### src/rtl/period_meter.sv
// rtl/period_meter.sv - measures the rising-edge-to-rising-edge period of a slow asynchronous signal in clk_in cycles
module period_meter #(
  parameter int W    = 24,
  parameter int SYNC = 2
) (
  input  logic         clk_in,
  input  logic         rst,
  input  logic         sig_in,
  output logic [W-1:0] period,
  output logic         valid,
  output logic         edge_out,
  output logic         locked,
  output logic         timeout
);

  localparam logic [W-1:0] MAX = '1;

  typedef enum logic [1:0] {
    WAIT_FIRST,
    MEASURE,
    TIMEOUT
  } state_t;

  state_t         state;
  logic [W-1:0]   count;
  logic [SYNC-1:0] sync_q;
  logic           prev;
  logic           s_last;
  logic           rise;

  assign s_last = sync_q[SYNC-1];
  assign rise   = s_last & ~prev;

  // Synchroniser chain and edge-history flop; both preset high so a signal
  // already high at reset release must go low before any rise is seen.
  always_ff @(posedge clk_in) begin
    if (rst) begin
      sync_q <= '1;
      prev   <= 1'b1;
    end else begin
      sync_q <= {sync_q[SYNC-2:0], sig_in};
      prev   <= s_last;
    end
  end

  // Measurement FSM: counts cycles between rises, reports on each closing
  // rise and parks at MAX when an interval overflows.
  always_ff @(posedge clk_in) begin
    if (rst) begin
      state    <= WAIT_FIRST;
      count    <= '0;
      period   <= '0;
      valid    <= 1'b0;
      edge_out <= 1'b0;
      locked   <= 1'b0;
      timeout  <= 1'b0;
    end else begin
      valid    <= 1'b0;
      edge_out <= rise;
      case (state)
        WAIT_FIRST: begin
          count <= '0;
          if (rise) begin
            count <= {{(W-1){1'b0}}, 1'b1};
            state <= MEASURE;
          end
        end
        MEASURE: begin
          if (rise) begin
            period <= count;
            valid  <= 1'b1;
            locked <= 1'b1;
            count  <= {{(W-1){1'b0}}, 1'b1};
          end else if (count == MAX) begin
            timeout <= 1'b1;
            locked  <= 1'b0;
            state   <= TIMEOUT;
          end else begin
            count <= count + 1'b1;
          end
        end
        TIMEOUT: begin
          count <= MAX;
          if (rise) begin
            timeout <= 1'b0;
            count   <= {{(W-1){1'b0}}, 1'b1};
            state   <= MEASURE;
          end
        end
        default: begin
          state <= WAIT_FIRST;
          count <= '0;
        end
      endcase
    end
  end

endmodule

### config.mk
export PLATFORM = sky130hd
export DESIGN_NAME = period_meter
export DESIGN_NICKNAME = d
export VERILOG_FILES = /design/src/rtl/period_meter.sv
export SDC_FILE = /design/constraint.sdc
export NUM_CORES = 1
export LEC_CHECK = 0
export ABC_CLOCK_PERIOD_IN_PS = 4600
export CORE_MARGIN = 2
export CORE_UTILIZATION = 45
export CTS_BUF_LIST = sky130_fd_sc_hd__clkbuf_4
export CTS_CLUSTER_DIAMETER = 200
export DETAILED_ROUTE_END_ITERATION = 7
export HOLD_SLACK_MARGIN = 0.02
export PLACE_DENSITY = 0.67
export SLEW_MARGIN = 20
export SYNTH_ARGS = -nofsm -noshare
export SYNTH_HDL_FRONTEND = slang
export SYNTH_SLANG_ARGS = --single-unit
### constraint.sdc
create_clock -name clk_in -period 4.6 [get_ports clk_in]
set_input_delay 1.15 -clock clk_in [delete_from_list [all_inputs] [get_ports clk_in]]
set_output_delay 1.15 -clock clk_in [all_outputs]
set_load 0.03 [all_outputs]
Word-level counts from Yosys, hierarchy flattened. Index checks and enable logic that the tools add are counted.

Register bits after elaboration: 57. Output and inout port bits: 28. Word-level logic and storage cells: 46.

$add $sub $neg: 1. Equality and inequality tests: 8. Mux-type cells: 16. Bitwise gates (word level): 3. Reduce and logical (&&, ||, !) cells: 9.

Operators by type and width (count): two-way mux 24 bit (3); one-hot mux 24 bit (3 select lines) (1); adder 24 x 1 -> 24 bit (second input constant) (1); == test 24 bit (second input constant) (1); two-way mux 1 bit (7); two-way mux 2 bit (3); != test 2 bit (second input constant) (3); one-hot mux 2 bit (2 select lines) (1); AND reduction 2 bit (2); AND reduction 4 bit (1); nonzero test 2 bit (2); OR reduction 2 bit (2); != test 3 bit (second input constant) (1); AND reduction 3 bit (1); == test 2 x 1 -> 1 bit (second input constant) (1); == test 2 bit (second input constant) (1); zero test 2 bit (1); != test 2 x 1 -> 1 bit (second input constant) (1); inverter 1 bit (2); one-hot mux 1 bit (2 select lines) (1); AND 1 bit (1).

Logic depth before layout (Yosys ltp).
Depth in word-level cells: 4. Mapped depth: 7.

Worst setup path before layout. OpenSTA, ideal clock, no wires.

Path type: input to register. Start: input port rst. End: register edge_out. Data arrival time: 1845 ps. Setup slack: 2621 ps. Cell stages on the path: 3. Path buffers: 2. Cells stage by stage: clkbuf_1 buf_1 nor2_1.

RTL lines: from (decl) (RTL line 7) `input logic rst,`; to (signal assigned) (RTL line 59) `edge_out <= rise;`; to (decl) (RTL line 11) `output logic edge_out,`.

No word-level cell between the ends.

Worst setup path after layout.
Start: register locked. End: output port locked.

RTL lines: from (decl) (RTL line 12) `output logic locked,`; from (signal assigned) (RTL line 55) `locked <= 1'b0;`; from (signal assigned) (RTL line 72) `locked <= 1'b1;`; from (signal assigned) (RTL line 76) `locked <= 1'b0;`.

No word-level cell between the ends.

==> flow_summary.ini <==
[clocking]
cts_tree = yes
hold_buffers = 0
cts-resized-gates = 0
post-cts-setup-buffers = 0
cts_root_buf = clkbuf_4
htreeDepth = 3
clk_pin_slew_worst_paths_ns = 0.10
cts.sinks = 57
clk_path_buf_depth = 2
clock_latency_ns = 0.40
cts_made_buffers = 9

[floorplan]
die_w_um = 78.6
die_h_um = 78.6
die-area_mm2 = 0.00618
core_area_mm2 = 0.00544
rows = 27
start_util_pct = 46.0
pin_count = 31

[place]
place_congestion = 0.806
portBuffers = 30
place_hpwl_um = 3640

[critical_path]
worst_setup_path_end_kind = output pin
critPathRequiredTime_ns = 3.45
r2r_slack_ns = 2.33
reg2reg_from = count[8]
cp.arrival_ns = 1.42
start_kind = flip-flop
r2r-end = count[10]
path_buf_inv = 1
crit_family = buffers and inverters
critPathSlowestCell = clkdlybuf4s50_1
reg2reg_depth = 5
cp_max_fo = 2
crit_chain = clkdlybuf4s50_1
worstSetupPathType = flip-flop to output pin
crit_start = locked
max_stage_delay_ns = 0.67

[detailed_routing]
drc = 0
finalWirelength_um = 5470
drt_iter0_markers = 96
vias = 2194
drt-vias-per-instance = 5.46
wl_per_cell_um = 13.6
ant_nets = 0
drtPass1Iterations = 4

[pwr]
p_leak_uw = 0.000996
ir_drop_v = 0.000160
power_uw = 812
power_density_mw_per_mm2 = 279

[yosys]
synth_xor_area_share_pct = 3.85
async_flop_share_pct = 0
ys_types = 45
synthTopCellsByArea = dfxtp_1, nand2_1, a21oi_1
ys_top_cells_by_count = nand2_1, dfxtp_1, a21oi_1
synthMuxAreaShare_pct = 0.400
syn_area_mm2 = 0.00250
ys_warn_count = 0
synth_top_family_by_area = simple AND/OR/NAND/NOR gates
yosysMostFrequentCell = nand2_1
yosysSeqAreaShare_pct = 45.6
synth_compound_area_share_pct = 15.1
synth_seq_cells = 57
synth_fa_ha_area_share_pct = 0.500
syn_inst = 301
synth_edf_count = 0
post-synth-top-area-cell = dfxtp_1
avgSynthCellArea_um2 = 8.32
syn-num-nets = 305
synth-main-ff-cell = dfxtp_1
synthDominantCellAreaShare_pct = 45.6
yosys.area_share.simple_pct = 30.5

[timing]
tightest_slew_ns = 0.976
setup_viol = 0
fin_crit_ns = 2.57
period_share_pct = 55.8
slew_violations = 0
slew_headroom_pct = 34.9
rsz0062_at_grt = false
skew_ns = 0.0141
hold_viol_final = 0
hold_ws_ns = 0.420
final.setup.tns_ns = 0
timing.fmax_mhz = 390

[worst_hold_path]
worstHoldStart = sync_q[0]
hold_depth = 1
min_path_type = flip-flop to flip-flop
hold_end = sync_q[1]

[final_layout]
synthToLayoutAreaGrowth_pct = 16.4
drive_gt1_share_pct = 10.0
nNetsFinal = 329
diodes = 0
utilization_pct = 53.6

[global_routing]
gr-max-usage-layer = met2
met1_usage_pct = 25.3
antenna_found_initial = 0
grt_pass1_wl_um = 9580
grt_usage_pct = 20.0
gr-total-overflow = 0
grt_start_max_net_pins = 50
use_met3_pct = 4.60
grt_pass1_vias = 1988
use_met2_pct = 31.6

[run_status]
outcome = completed

[run]
drv_cap = 0
## per-layer routing
layer / part of all wire, % / up-vias / routed length, um
li1: - / 1110 / -
met2: 47 / 50 / 2580
met1: 46 / 1020 / 2500
met5: 0 / - / 0
met3: 4.4 / 14 / 239
met4: 2.8 / 0 / 153
## area by class of cell
cell class                 count  area, um2
clock inverter                 5       22.5
multi-input combinational    223       1260
inverter                       3       11.3
sequential                    57       1140
tap                           72       90.1
timing repair buffer          31        303
fill                         533       2520
clock buffer                  11       82.6
## power by group
part	internal, uW	switching, uW
clock	117	179
sequential	495	1.57
combinational	4.49	14.4
total	616	195
## per-stage QoR
step                      area, um2  worst slack, ns  instances
final                          2910             2.03        402
after global routing           2910             1.97        402
after CTS                      2910             2.01        402
after detailed placement       2810             1.76        386
after global placement         2810             1.80        386
after floorplan                2500             2.62        301
## registers in the layout (all words and copies together), names as in the netlist
| register | cells |
|---|---|
| count | 24 |
| valid | 1 |
| locked | 1 |
| state | 2 |
| period | 24 |
| timeout | 1 |
| edge_out | 1 |
| sync_q | 2 |
| prev | 1 |
## cell usage in the layout, fill, tap and decap left out, types with 4 or more instances in the layout
| master | count |
|---|---|
| a21oi_1 | 35 |
| a21oi_2 | 5 |
| and4_1 | 6 |
| clkbuf_4 | 11 |
| clkdlybuf4s50_1 | 29 |
| dfxtp_1 | 57 |
| nand2_1 | 74 |
| nand2b_1 | 4 |
| nand3_1 | 15 |
| nand4_1 | 5 |
| nor2_1 | 10 |
| nor3_1 | 8 |
| o211ai_1 | 6 |
| o21ai_0 | 4 |
| or4_1 | 4 |
| xnor2_1 | 8 |
## cell families (layout without fill, tap and decap cells)
logic type	count (synthesis)	after routing
mux	1	1
fa+ha+maj	1	1
simple gates	149	149
xor+xnor	11	11
compound gates	61	61
buf+inv	21	50
flops	57	57
## how the worst max path moves through the flow
stage                  to  cells after the start
6_report           locked                      1
3_3_place_gp    count[23]                      6
3_5_place_dp    count[23]                      6
5_1_grt        period[18]                      1
2_1_floorplan    edge_out                      3
4_1_cts        period[16]                      1
Power figures use the tool's default switching activity.
